==> src/rtl/slave_in_port_pkg.sv <==
// Shared serial-bus definitions for the slave receive port.
//   - command encodings latched at the handshake
//   - receive FSM state encodings
//   - default address/data widths and small width helpers
package slave_in_port_pkg;

    localparam int DEFAULT_ADDR_LEN = 12;
    localparam int DEFAULT_DATA_LEN = 8;

    typedef enum logic [1:0] {
        INACTIVE = 2'b00,
        WRITE    = 2'b10,
        READ     = 2'b11
    } cmd_e;

    typedef enum logic [1:0] {
        IDLE,
        RECEIVE,
        REQUEST,
        READ_WAIT
    } state_e;

    // Number of serial cycles per transfer: the longer of the two fields.
    function automatic int max_len(input int a, input int b);
        return (a > b) ? a : b;
    endfunction

    // Counter width for a 0..l-1 range, never narrower than one bit.
    function automatic int cnt_width(input int l);
        return (l > 1) ? $clog2(l) : 1;
    endfunction

endpackage

==> src/rtl/slave_in_port_serial_shift_in.sv <==
// Serial-to-parallel capture register, LSB-first by bit index.
// Ports:
//   clk, reset   bus clock, asynchronous active-high reset
//   en           write bit_in into position idx this cycle
//   bit_in       serial input bit
//   idx          bit position being received; positions >= W are ignored
//   data         parallel W-bit contents
module serial_shift_in #(
    parameter int W     = 8,
    parameter int IDX_W = 4
) (
    input  logic             clk,
    input  logic             reset,
    input  logic             en,
    input  logic             bit_in,
    input  logic [IDX_W-1:0] idx,
    output logic [W-1:0]     data
);

    // NOTE: every flop shares the asynchronous reset so a reset mid-transfer
    // discards the partial word in the same instant as the FSM state.
    always_ff @(posedge clk or posedge reset) begin
        if (reset) begin
            data <= '0;
        end else begin
            // Compare against each position instead of indexing with idx, so
            // indices beyond the field width simply match nothing.
            for (int i = 0; i < W; i++) begin
                if (en && idx == IDX_W'(i)) begin
                    // NOTE: state registers update with non-blocking assignments
                    // so every flop samples the pre-edge values.
                    data[i] <= bit_in;
                end
            end
        end
    end

endmodule

==> src/rtl/slave_in_port.sv <==
// Slave-side receive port of the serial system bus.
// Accepts the master's valid/ready handshake, deserialises rx_address and
// rx_data LSB-first over max(ADDR_LEN, DATA_LEN) cycles, then raises one
// write or read request to local memory. Reads block further transfers until
// the slave output port reports read_tx_done.
// Ports:
//   clk, reset          bus clock, asynchronous active-high reset
//   selected            address decoder hit for this slave
//   master_valid        master driving a transfer (must stay high while bits flow)
//   write_en, read_en   command, sampled only at the handshake
//   rx_address, rx_data serial address / write-data bits
//   core_ack            memory accepted the pending request
//   read_tx_done        read data has been returned to the master
//   slave_ready         ready for a new handshake
//   mem_address         received address
//   mem_wdata           received write data
//   write_req, read_req request to memory, held until core_ack
//   rx_done             one-cycle pulse when a word has been received
module slave_in_port
    import slave_in_port_pkg::*;
#(
    parameter int ADDR_LEN = DEFAULT_ADDR_LEN,
    parameter int DATA_LEN = DEFAULT_DATA_LEN
) (
    input  logic                clk,
    input  logic                reset,
    input  logic                selected,
    input  logic                master_valid,
    input  logic                write_en,
    input  logic                read_en,
    input  logic                rx_address,
    input  logic                rx_data,
    input  logic                core_ack,
    input  logic                read_tx_done,
    output logic                slave_ready,
    output logic [ADDR_LEN-1:0] mem_address,
    output logic [DATA_LEN-1:0] mem_wdata,
    output logic                write_req,
    output logic                read_req,
    output logic                rx_done
);

    localparam int               L     = max_len(ADDR_LEN, DATA_LEN);
    localparam int               CNT_W = cnt_width(L);
    localparam logic [CNT_W-1:0] LAST  = CNT_W'(L - 1);

    state_e             state_q, state_d;
    cmd_e               cmd_q, cmd_d;
    logic [CNT_W-1:0]   count_q, count_d;
    logic               ready_d, write_req_d, read_req_d, rx_done_d;
    logic               handshake, capture, finish, load;
    logic [ADDR_LEN-1:0] addr_shift, addr_word;
    logic [DATA_LEN-1:0] data_shift, data_word;

    assign handshake = selected & master_valid & slave_ready & (write_en ^ read_en);

    // Bit 0 is taken at the handshake edge itself, the rest while receiving.
    assign capture = (state_q == IDLE && handshake) ||
                     (state_q == RECEIVE && master_valid);

    serial_shift_in #(.W(ADDR_LEN), .IDX_W(CNT_W)) u_addr_shift (
        .clk    (clk),
        .reset  (reset),
        .en     (capture),
        .bit_in (rx_address),
        .idx    (count_q),
        .data   (addr_shift)
    );

    serial_shift_in #(.W(DATA_LEN), .IDX_W(CNT_W)) u_data_shift (
        .clk    (clk),
        .reset  (reset),
        .en     (capture),
        .bit_in (rx_data),
        .idx    (count_q),
        .data   (data_shift)
    );

    // The last bit lands in the shift register on the same edge that loads the
    // outputs, so splice the live line value into the word being published.
    always_comb begin
        addr_word = addr_shift;
        data_word = data_shift;
        for (int i = 0; i < ADDR_LEN; i++) begin
            if (count_q == CNT_W'(i)) addr_word[i] = rx_address;
        end
        for (int i = 0; i < DATA_LEN; i++) begin
            if (count_q == CNT_W'(i)) data_word[i] = rx_data;
        end
    end

    always_comb begin
        // NOTE: every signal driven here gets a default first, so no path
        // through the case can leave one unassigned and infer a latch.
        state_d     = state_q;
        cmd_d       = cmd_q;
        count_d     = count_q;
        ready_d     = slave_ready;
        write_req_d = write_req;
        read_req_d  = read_req;
        rx_done_d   = 1'b0;
        finish      = 1'b0;
        load        = 1'b0;

        case (state_q)
            IDLE: begin
                ready_d = 1'b1;
                if (handshake) begin
                    cmd_d   = read_en ? READ : WRITE;
                    ready_d = 1'b0;
                    if (L == 1) begin
                        finish = 1'b1;
                    end else begin
                        count_d = CNT_W'(1);
                        state_d = RECEIVE;
                    end
                end
            end
            RECEIVE: begin
                if (!master_valid) begin
                    // Master gave up: drop the partial word silently.
                    state_d = IDLE;
                    ready_d = 1'b1;
                    count_d = '0;
                end else if (count_q == LAST) begin
                    finish = 1'b1;
                end else begin
                    count_d = count_q + 1'b1;
                end
            end
            REQUEST: begin
                if (core_ack) begin
                    write_req_d = 1'b0;
                    read_req_d  = 1'b0;
                    if (cmd_q == READ && !read_tx_done) begin
                        state_d = READ_WAIT;
                    end else begin
                        state_d = IDLE;
                        ready_d = 1'b1;
                    end
                end
            end
            READ_WAIT: begin
                if (read_tx_done) begin
                    state_d = IDLE;
                    ready_d = 1'b1;
                end
            end
            default: begin
                state_d = IDLE;
                ready_d = 1'b1;
            end
        endcase

        if (finish) begin
            load        = 1'b1;
            rx_done_d   = 1'b1;
            write_req_d = (cmd_d == WRITE);
            read_req_d  = (cmd_d == READ);
            count_d     = '0;
            state_d     = REQUEST;
        end
    end

    always_ff @(posedge clk or posedge reset) begin
        if (reset) begin
            state_q     <= IDLE;
            cmd_q       <= INACTIVE;
            count_q     <= '0;
            slave_ready <= 1'b1;
            write_req   <= 1'b0;
            read_req    <= 1'b0;
            rx_done     <= 1'b0;
            mem_address <= '0;
            mem_wdata   <= '0;
        end else begin
            state_q     <= state_d;
            cmd_q       <= cmd_d;
            count_q     <= count_d;
            slave_ready <= ready_d;
            write_req   <= write_req_d;
            read_req    <= read_req_d;
            rx_done     <= rx_done_d;
            if (load) begin
                mem_address <= addr_word;
                mem_wdata   <= data_word;
            end
        end
    end

endmodule
==> config.mk <==
export PLATFORM = sky130hd
export DESIGN_NAME = slave_in_port
export DESIGN_NICKNAME = d
export VERILOG_FILES = /design/src/rtl/slave_in_port_pkg.sv /design/src/rtl/slave_in_port_serial_shift_in.sv /design/src/rtl/slave_in_port.sv
export SDC_FILE = /design/constraint.sdc
export NUM_CORES = 1
export LEC_CHECK = 0
export BUFFER_PORTS_ARGS = -buffer_cell sky130_fd_sc_hd__buf_2
export CAP_MARGIN = 20
export CORE_AREA = 5 5 70 72
export DETAILED_ROUTE_END_ITERATION = 8
export DIE_AREA = 0 0 75 77
export GPL_TIMING_DRIVEN = 0
export MAX_ROUTING_LAYER = met4
export PLACE_DENSITY = 0.88
export SYNTH_ARGS = -nofsm -noshare
export SYNTH_HDL_FRONTEND = slang
export SYNTH_SLANG_ARGS = --single-unit
export TNS_END_PERCENT = 50
==> constraint.sdc <==
create_clock -name clk -period 2.25 [get_ports clk]
set_clock_uncertainty 0.15 [all_clocks]
set_input_delay 0.3375 -clock clk [delete_from_list [all_inputs] [get_ports clk]]
set_output_delay 0.3375 -clock clk [all_outputs]
set_load 0.05 [all_outputs]
-- Word-level counts from Yosys, hierarchy flattened
Index checks and enable logic that the tools add are counted.
- equal/unequal tests: 26
- shift operators: 0
- bitwise operators: 4
- multipliers: 0
- magnitude comparators: 0
- add/sub/neg operators: 1
- reduce and logical (&&, ||, !) cells: 26
- divide/modulo/power cells: 0
- mux-type cells: 49
- operator list (kind ; number):
    $mux W1 ; 34
    $eq A4 B3 Y1 const B ; 4
    $eq A4 B4 Y1 const B ; 4
    $mux W2 ; 8
    $mux W4 ; 4
    $logic_and A1 B1 Y1 ; 15
    $ne A3 B3 Y1 const B ; 4
    $eq A2 B2 Y1 const B ; 5
    $eq A4 B2 Y1 const B ; 2
    $ne A2 B2 Y1 const B ; 4
    $pmux W2 S4 ; 1
    $pmux W4 S2 ; 1
    $reduce_and A4 Y1 ; 2
    $add A4 B1 Y4 const B ; 1
    $eq A4 B1 Y1 const B ; 1
    $logic_not A4 Y1 ; 1
    $ne A4 B4 Y1 const B ; 1
    $pmux W1 S4 ; 1
    $reduce_bool A2 Y1 ; 2
    $and A1 B1 Y1 ; 3
    $reduce_and A3 Y1 ; 1
    $reduce_bool A3 Y1 ; 1
    $eq A2 B1 Y1 const B ; 1
    $logic_not A2 Y1 ; 1
    4 further kinds ; 4
- word-level logic and storage cells: 135
- RAM bits: 0
- bits in latches: 0
- register bits after elaboration: 52
- input bits: 10
- memory bits (read-only): 0
- memories: 0
- output and inout port bits: 24

-- Depth between registers and ports, before layout
Gate-level depths: netlist (run 1).
- depth in word-level cells: 7
- mapped depth: 7
- gate-level depth less buffers: 5

-- Modules after synthesis
From an unflattened synthesis (run 1), not the netlist that was laid out.
- cell total of the unflattened synthesis: 240
- area, all modules: 2486.1 um^2
- by module, submodules not included (module ; area each (um^2) ; instances ; cells an instance):
    slave_in_port ; 1540.2 ; 1 ; 165
    serial_shift_in at u_addr_shift ; 548.0 ; 1 ; 45
    serial_shift_in at u_data_shift ; 397.9 ; 1 ; 30

-- Worst setup path before layout (run 1)
Ideal clock, no wire load.
- path type: reg-to-reg
- start: reg slave_ready
- end: reg u_addr_shift.data[5]
- cell stages (with the launch flop): 6
- data required time: 1.975 ns
- arrival time: 1.595 ns
- library setup time: 0.125 ns
- setup slack: 0.379 ns
- cell sequence: dfstp_2 > and4b_2 > a21oi_4 > buf_6 > nor2_4 > mux2_4
- cells in the longest elaborated chain, start to end: 5
- RTL lines (what ; RTL line ; source):
    from (decl) ; slave_in_port.sv:35 ; output logic slave_ready,
    from (signal assigned) ; slave_in_port.sv:180 ; slave_ready <= ready_d;
    $and A1 B1 Y1 (2 in series) ; slave_in_port.sv:55 ; assign handshake = selected & master_valid & slave_ready & (write_en ^ read_en);
    $logic_and A1 B1 Y1 ; slave_in_port.sv:58 ; assign capture = (state_q == IDLE && handshake) ||
    $logic_or A1 B1 Y1 ; slave_in_port.sv:58 ;
    $logic_and A1 B1 Y1 ; slave_in_port_serial_shift_in.sv:29 ; if (en && idx == IDX_W'(i)) begin
    to (signal, indexed assignment) ; slave_in_port_serial_shift_in.sv:32 ; data[i] <= bit_in;
    to (decl) ; slave_in_port_serial_shift_in.sv:17 ; output logic [W-1:0] data
Every way passes these cells.
A chain may end at the register's enable or synchronous reset.

-- Worst setup path after layout (run 1)
- start: reg count_q[0]
- end: reg u_addr_shift.data[7]
- cells in the longest elaborated chain, start to end: 2
- RTL lines (what ; RTL line ; source):
    from (decl) ; slave_in_port.sv:49 ; logic [CNT_W-1:0] count_q, count_d;
    from (signal assigned) ; slave_in_port.sv:179 ; count_q <= count_d;
    $eq A4 B3 Y1 ; slave_in_port_serial_shift_in.sv:29 ;
    $logic_and A1 B1 Y1 ; slave_in_port_serial_shift_in.sv:29 ;
Every way passes these cells.

==> metrics, run 1 <==
DP Wirelength=3518 microns; grt total ovfl=0; Synth top area share=54.64%; GRT Total Usage=19.01%; global-route wire length before repair=8231 microns; layout net count=272; worst min-delay path category=in2reg; H-tree depth=2; Post-Syn Nets=230; routability cong.=0.8219; Root Driver=clkbuf_8; post-route cell area=2649 sq um; number of remaining DRC errors=0; PostCTS Resize Cnt=0; f_max=515.5 MHz; Least-Margin Pin Slew=486.0 ps; Initial Utilization=54.08%; synth warn=0; DR WL/cell=15.30 microns; Max-Cap Viols=0; clock buffer depth=2; clock-pin slew on the worst setup and hold paths=90 ps; Min-Delay Path Depth=2; Detailed Route WL=4758 microns; most common cell after layout, fill and taps aside=dfrtp_1; final hold vios=0; Synth Cell Area=2290 sq um; vias in the first global route=1,735; layout cells sized above 1=28.19%; DRT antenna net count=0; Die Y-Extent=77 microns; Seq cells post-synth=51; Design Power=2.431 mW; sequential share of the synthesized area=55.79%; Worst R2R Setup Slack=310 ps; Cells after Synth=216; clk_lat worst skew=310 ps; synthesis-to-layout area growth=15.68%; CP max FO=8; Max transition margin=67.60%; WHS Endpoint=cmd_q[0]; Post-synth EDFFs=0; Row Count=24; Max Transition Viols Final=0; Setup CP Type=reg2reg; Fill cells=345; final worst path period need=1940 ps; Final period util=86.21%; TritonCTS Sinks=51; vias=1,698; cell taking the most area after synthesis=dfrtp_1; DR vias/cell=5.460; core area=4234 sq um; asr flop ratio synth=100.0%; worst flop-to-flop path endpoint=u_addr_shift.data[7]; # diodes=0; CTS Buf Count=5; r2r worst-path depth=5; Setup crit end kind=flop; Required @ worst endpoint=2300 ps; largest net degree at the start of global routing=40; TNS Setup=0 ps; top post-synthesis cells by area=dfrtp_1 55%, nand2_1 7.9%, mux2_2 6.9%; Top FF cell, synth=dfrtp_1; CTS tree=yes; postcts setup bufs=0; syn_area_per_cell=10.60 sq um; Initial DRT Pass Iterations=4; Die W=75 microns; most frequent cells in the layout=50 x dfrtp_1, 48 x nand2_1, 35 x buf_2; die area=5775 sq um; power density cells=917.7 nW/um^2; Final Setup Violations=0; initial antenna violation count=0; Leak=1.285 nW; Port Buf Inserts=33; Critical Path Source Type=flop; status=finished clean; Peak VDD IR=0.0005584 V; DP Area=2540 sq um; FF-to-FF Start=count_q[0]; Initial DRC Count=127; CP arrival=1990 ps; min-delay src=read_en; unrepaired setup endpoints after global routing=no; library cells used by synthesis=35; I/O pin count=34
==> metal layers <==
metal	track usage [%]	vias up	routed length, microns
met5	-	-	0
met4	6.050	0	76
met3	4.314	9	216
met2	28.83	39	2353
met1	25.19	826	2111
li1	-	824	-
==> per-stage QoR <==
| step | setup slack [ps] | utilization [%] | hold WS, ps | cells |
|---|---|---|---|---|
| 2_1_floorplan | 379.4 | - | 320.1 | 216 |
| 3_3_place_gp | -58.79 | 59.52 | 311.5 | 301 |
| 3_5_place_dp | 341.4 | 59.99 | 150.2 | 302 |
| 4_1_cts | 326.5 | 62.56 | 147.1 | 311 |
| 5_1_grt | 145.2 | 62.56 | 153.3 | 311 |
| 6_report | 310.3 | 62.56 | 149.9 | 311 |
==> sequential cells by signal, summed over array words and instances, names as in the netlist <==
| register | count |
|---|---|
| mem_address | 12 |
| u_addr_shift.data | 11 |
| mem_wdata | 8 |
| u_data_shift.data | 8 |
| count_q | 4 |
| cmd_q | 2 |
| state_q | 2 |
| read_req | 1 |
| rx_done | 1 |
| slave_ready | 1 |
| write_req | 1 |
==> synth_stat cells (3+ instances only) <==
cell / count
o21ai_1: 4
ha_1: 4
mux2_4: 4
dfrtp_1: 50
nand3_1: 12
nand2_1: 48
a21oi_1: 3
nor2_1: 6
inv_1: 7
mux2_2: 14
clkbuf_1: 4
a31oi_1: 6
o21ai_0: 25
==> how the worst max path moves through the flow <==
stage	slack (ps)	startpoint	end	cells past startpoint
2_1_floorplan	380	slave_ready	u_addr_shift.data[5]	5
3_3_place_gp	-60	reset	mem_address[4]	2
3_5_place_dp	340	count_q[0]	u_addr_shift.data[7]	5
4_1_cts	330	count_q[0]	u_addr_shift.data[7]	5
5_1_grt	150	count_q[0]	u_addr_shift.data[7]	5
6_report	310	count_q[0]	u_addr_shift.data[7]	5
==> kinds of logic (layout without fill, tap and decap cells) <==
kind of cell | Yosys count | count (layout) | synth area share (%)
buffers and inverters | 16 | 59 | 3.552
adder cells (fa/ha/maj) | 4 | 4 | 2.186
flip-flops | 51 | 51 | 55.79
AND/OR/NAND/NOR | 79 | 79 | 15.96
XOR/XNOR | 1 | 1 | 0.7106
multiplexers | 18 | 18 | 9.508
AO/OA/AOI/OAI | 47 | 47 | 12.30
==> final cells by class <==
cell class	instances	area (sq um)	share of cell area, %
Sequential cell	51	1277	48.23
Timing Repair Buffer	35	195.2	7.369
Clock inverter	2	16.27	0.6141
Buffer	9	55.05	2.078
Inverter	7	26.28	0.9920
Tap cell	52	65.06	2.456
Clock buffer	6	82.58	3.118
Multi-Input combinational cell	149	930.9	35.14
==> where the power goes <==
group	internal [mW]	switching [mW]	leakage, nW
clock	0.251	0.311	0.0474
combinational	0.285	0.384	0.553
sequential	1.08	0.121	0.685
==> worst max-delay path: stages (launching register included) <==
cell,delay (ps)
dfrtp_1,430
ha_1,190
clkbuf_1,320
nand2_1,180
nor2_1,210
mux2_2,360
==> what timing repair did <==
action                                  CTS  global route
hold endpoints to repair                 11             0
endpoints found under the setup margin    0             0
hold buffers                              1             0
(Power assumes the default switching activity.)
==> run 2, diff against run 1 <==
Settings changed: CORE_AREA 5 5 70 72 to 5 5 73 75, DIE_AREA 0 0 75 77 to 0 0 78 80, PLACE_DENSITY 0.88 to 0.87, SYNTH_HIERARCHICAL from default to 1.
==> run 2 against run 1 <==
Against the previous run: die area grew 8.1%; global-route usage shrank 0.91 points; clock power is essentially flat; power shrank 2.8%; routed wire length grew 4.3%; area after synthesis grew 6.8%; hold slack lost 17 ps; sequential cell count is the same; critical path depth is the same; core utilization shrank 1.1 points; worst setup slack lost 110 ps; sequential power grew 3%.
==> metrics, run 2 <==
Sequential Area=1280 sq um; CP top delay family=simple AND/OR/NAND/NOR gates; Die Y-Extent=80 microns; Final Setup Violations=0; final hold vios=0; non-filler instance count after layout=334; Initial Utilization=53.20%; clock-pin slew on the worst setup and hold paths=90 ps; vias in the first global route=1,854; Setup CP Type=reg2reg; DP Area=2706 sq um; Min-Delay Path Depth=2; H-tree depth=2; final worst path period need=2053 ps; vias=1,844; CTS tree=yes; largest net degree at the start of global routing=20; I/O pin count=34; Die W=78 microns; Cells after Synth=237; Max Transition Viols Final=0; Max-Cap Viols=0; Initial DRT Pass Iterations=5; CP cell instances=and2b_4, nor2b_4, nand3b_1, nor3b_2, mux2_2; Least-Margin Pin Slew=600.6 ps; dpl cells=325; Required @ worst endpoint=2300 ps; f_max=487.1 MHz; synthesis-to-layout area growth=15.50%; Initial DRC Count=144; Post-Syn Nets=251; clk_lat worst skew=310 ps; area of the multi-input gates=1121 sq um; layout net count=293; grt total ovfl=0; Root Driver=clkbuf_8; most common cell after layout, fill and taps aside=nand2_1; DP Wirelength=3697 microns; Fill cells=377; DR WL/cell=14.86 microns; Detailed Route WL=4964 microns; worst min-delay path category=in2reg; power density cells=836.4 nW/um^2; most frequent cells in the layout=55 x nand2_1, 48 x dfrtp_1, 36 x buf_2; GRT Total Usage=18.09%; syn_area_per_cell=10.32 sq um; DR vias/cell=5.521; most flop-heavy register=mem_address; core area=4598 sq um; Critical Path Source Type=flop; Final period util=91.25%; largest registers=mem_address: 12 flops, u_addr_shift/data: 11 flops; critical path depth=5; synth warn=6; DRT antenna net count=0; Util after Layout=61.44%; CP max FO=10; r2r worst-path depth=5; Setup crit end kind=flop; TritonCTS Sinks=51; Synth Cell Area=2446 sq um; layout cells sized above 1=28.57%; Peak VDD IR=0.0003924 V; global-route wire length before repair=8694 microns; CTS Buf Count=5; die area=6240 sq um; Buffers & Inverters on Critical Path=0; max incr delay on CP=470 ps; initial antenna violation count=0; post-route cell area=2825 sq um; slowest stage cell, crit path=dfrtp_1; number of remaining DRC errors=0; postcts setup bufs=0; Row Count=25; status=finished clean; clock buffer depth=2; Max transition margin=59.91%; CP arrival=2100 ps; unrepaired setup endpoints after global routing=no; Leak=1.443 nW; Port Buf Inserts=33; max reg flops=12; # diodes=0; routability cong.=0.8403
run 2: report_power, final:
| group | internal (mW) | switching, mW |
|---|---|---|
| Combinational | 0.272 | 0.291 |
| Sequential | 1.06 | 0.177 |
| Clock | 0.251 | 0.310 |
run 2: stage by stage:
step                power (mW)  hold WS (ps)  TNS (ps)  setup WS (ps)
global route             2.508         138.9         0          86.76
CTS                      2.362         118.4         0          112.9
global placement         1.766         165.2         0          9.398
finish                   2.363         132.5         0          196.9
floorplan                1.634         3.158         0          184.7
detailed placement       1.801         172.3    -250.3         -66.40
run 2: final cells by class:
cell class / instances / area share [%]
Buffer: 5 / 0.9300
Clock buffer: 6 / 2.923
Clock inverter: 2 / 0.5757
Inverter: 7 / 1.019
Multi-Input combinational cell: 174 / 39.68
Sequential cell: 51 / 45.31
Tap cell: 54 / 2.391
Timing Repair Buffer: 35 / 7.174
run 2: metal layers:
layer | track usage (%) | wire [microns]
met1 | 23.85 | 2201
met3 | 3.612 | 324
met4 | 7.432 | 106
met5 | - | 0
met2 | 27.46 | 2333
run 2: worst paths after layout:
kind,end,slack (ps),from
worst min register to register,mem_address[1],320,mem_address[1]
max in group asynchronous,slave_ready,860,reset
worst min-delay path,cmd_q[0],130,read_en
min in group asynchronous,u_data_shift/data[5],390,reset
worst max register to register,u_data_shift/data[6],200,state_q[1]
worst max-delay path,u_data_shift/data[6],200,state_q[1]
run 2: what timing repair did:
| action | CTS | global route |
|---|---|---|
| hold buffers | 1 | 0 |
| endpoints found under the hold margin | 32 | 0 |
| endpoints found under the setup margin | 4 | 11 |
| resized for setup | 1 | 3 |
==> run 3, diff against run 2 <==
Settings changed: CELL_PAD_IN_SITES_DETAIL_PLACEMENT from default to 1, CELL_PAD_IN_SITES_GLOBAL_PLACEMENT from default to 1, CORE_AREA 5 5 73 75 to 5 5 82 84, DIE_AREA 0 0 78 80 to 0 0 87 89.
==> run 3 against run 2 <==
Against the previous run: die area increased by 24%; worst setup slack got worse by 86 ps; combinational power increased by 3.9%; via count increased by 1.6%; power decreased by 1.1%; register-to-register slack got worse by 90 ps; highest routed layer unchanged; cell area increased by 0.35%; largest cell class unchanged.
==> metrics, run 3 (same netlist as run 2, synthesis figures left out) <==
status=finished clean; DR vias/cell=5.279; slowest stage cell, crit path=dfrtp_1; Port Buf Inserts=33; layout net count=293; final hold vios=0; Max Transition Viols Final=0; Die Y-Extent=89 microns; most frequent cells in the layout=55 x nand2_1, 50 x dfrtp_1, 36 x buf_2; H-tree depth=2; grt total ovfl=0; number of remaining DRC errors=0; Design Power=2.337 mW; largest registers=mem_address: 12 flops, u_addr_shift/data: 11 flops; Setup CP Type=reg2reg; Initial DRT Pass Iterations=5; initial antenna violation count=0; Detailed Route WL=6014 microns; vias=1,874; most common cell after layout, fill and taps aside=nand2_1; Die W=87 microns; layout cells sized above 1=27.50%; die area=7743 sq um; Initial Utilization=41.81%; CTS Buf Count=5; Place WS=-132.1 ps; Final Setup Violations=0; final worst path period need=2139 ps; power density cells=824.3 nW/um^2; Buffers & Inverters on Critical Path=1; CP arrival=2180 ps; f_max=467.5 MHz; Final period util=95.07%; Final WS setup=110.9 ps; synthesis-to-layout area growth=15.91%; clock-pin slew on the worst setup and hold paths=90 ps; TritonCTS Sinks=51; Setup crit end kind=flop; Max transition margin=55.13%; CP max FO=16; largest net degree at the start of global routing=19; Peak VDD IR=0.0005933 V; Root Driver=clkbuf_8; Least-Margin Pin Slew=672.3 ps; Required @ worst endpoint=2290 ps; # diodes=0; I/O pin count=34; routability cong.=0.8290; vias in the first global route=2,101; CP cell instances=ha_1, nand3_4, inv_4, a21oi_2, mux2_4; DRT antenna net count=0; CP top delay family=flip-flops; Max-Cap Viols=0; clock buffer depth=2; most flop-heavy register=mem_address; max incr delay on CP=710 ps; Initial DRC Count=72; GRT Total Usage=17.78%; max reg flops=12; global-route wire length before repair=10,340 microns; worst min-delay path category=in2reg; clk_lat worst skew=300 ps; unrepaired setup endpoints after global routing=no; Critical Path Source Type=flop; core area=5851 sq um; CTS tree=yes; DP Wirelength=4588 microns; Row Count=28; DR WL/cell=16.94 microns; Leak=1.439 nW
-- run 3: cell types whose count changed in the layout (fill, tap and decap cells not counted) --
cell and change:
clkinv_4 -1, dfrtp_2 -2, clkinv_2 +1, clkbuf_1 +1, clkbuf_8 -1, dfrtp_1 +2
-- run 3: power breakdown --
part	switching [mW]	internal [mW]
Combinational	0.310	0.275
Sequential	0.176	1.06
Clock	0.300	0.218
Total	0.786	1.55
-- run 3: worst paths after layout --
path	from	endpoint	slack, ps	cells past startpoint
max	count_q[0]	state_q[0]	110	5
min	read_en	cmd_q[0]	140	2
min in group asynchronous	reset	u_data_shift/data[6]	410	3
max reg2reg	count_q[0]	state_q[0]	110	5
min reg2reg	mem_address[6]	mem_address[6]	320	2
max in group asynchronous	reset	slave_ready	790	4
-- run 3: per-stage QoR --
stage	instance area (sq um)	utilization, %	TNS (ps)	hold WS, ps	std cells
global placement	2705	46.24	-43.06	171.8	345
floorplan	2446	-	0	3.158	237
finish	2835	48.46	0	138.7	355
global route	2835	48.46	0	134.3	355
CTS	2830	48.37	0	131.1	355
detailed placement	2733	46.71	-1009	190.5	346
-- run 3: what timing repair did --
| action | 4_1_cts | 5_1_grt |
|---|---|---|
| resized for setup | 1 | 1 |
| setup endpoints to repair | 11 | 2 |
| setup buffers | 0 | 0 |
| gates cloned | 0 | 0 |
| hold endpoints to repair | 19 | 0 |
| hold buffers | 1 | 0 |
| pin swaps | 0 | 0 |
-- run 3: layer usage --
metal	track usage [%]	wire length, microns	up-vias
met2	32.02	3132	42
met1	19.92	2564	929
li1	-	-	894
met3	3.687	240	9
met4	4.958	75	0
met5	-	0	-
-- run 3: layout make-up --
cell class / instances / area (sq um)
plain buffers: 5 / 26.28
fillers: 685 / 3015
flip-flops and latches: 51 / 1277
clock inverters: 2 / 12.51
repair buffers: 35 / 202.7
inverters: 7 / 28.78
clock buffers: 6 / 72.57
multi-input cells: 174 / 1121
well taps: 75 / 93.84
-- run 3: worst register-to-register path, delay by kind of cell (launching register included) --
| family | cells | cell delay, ps |
|---|---|---|
| buffers and inverters | 1 | 180 |
| adder cells (fa/ha/maj) | 1 | 430 |
| multiplexers | 1 | 300 |
| flip-flops | 1 | 710 |
| AND/OR/NAND/NOR | 1 | 220 |
| AO/OA/AOI/OAI | 1 | 50 |
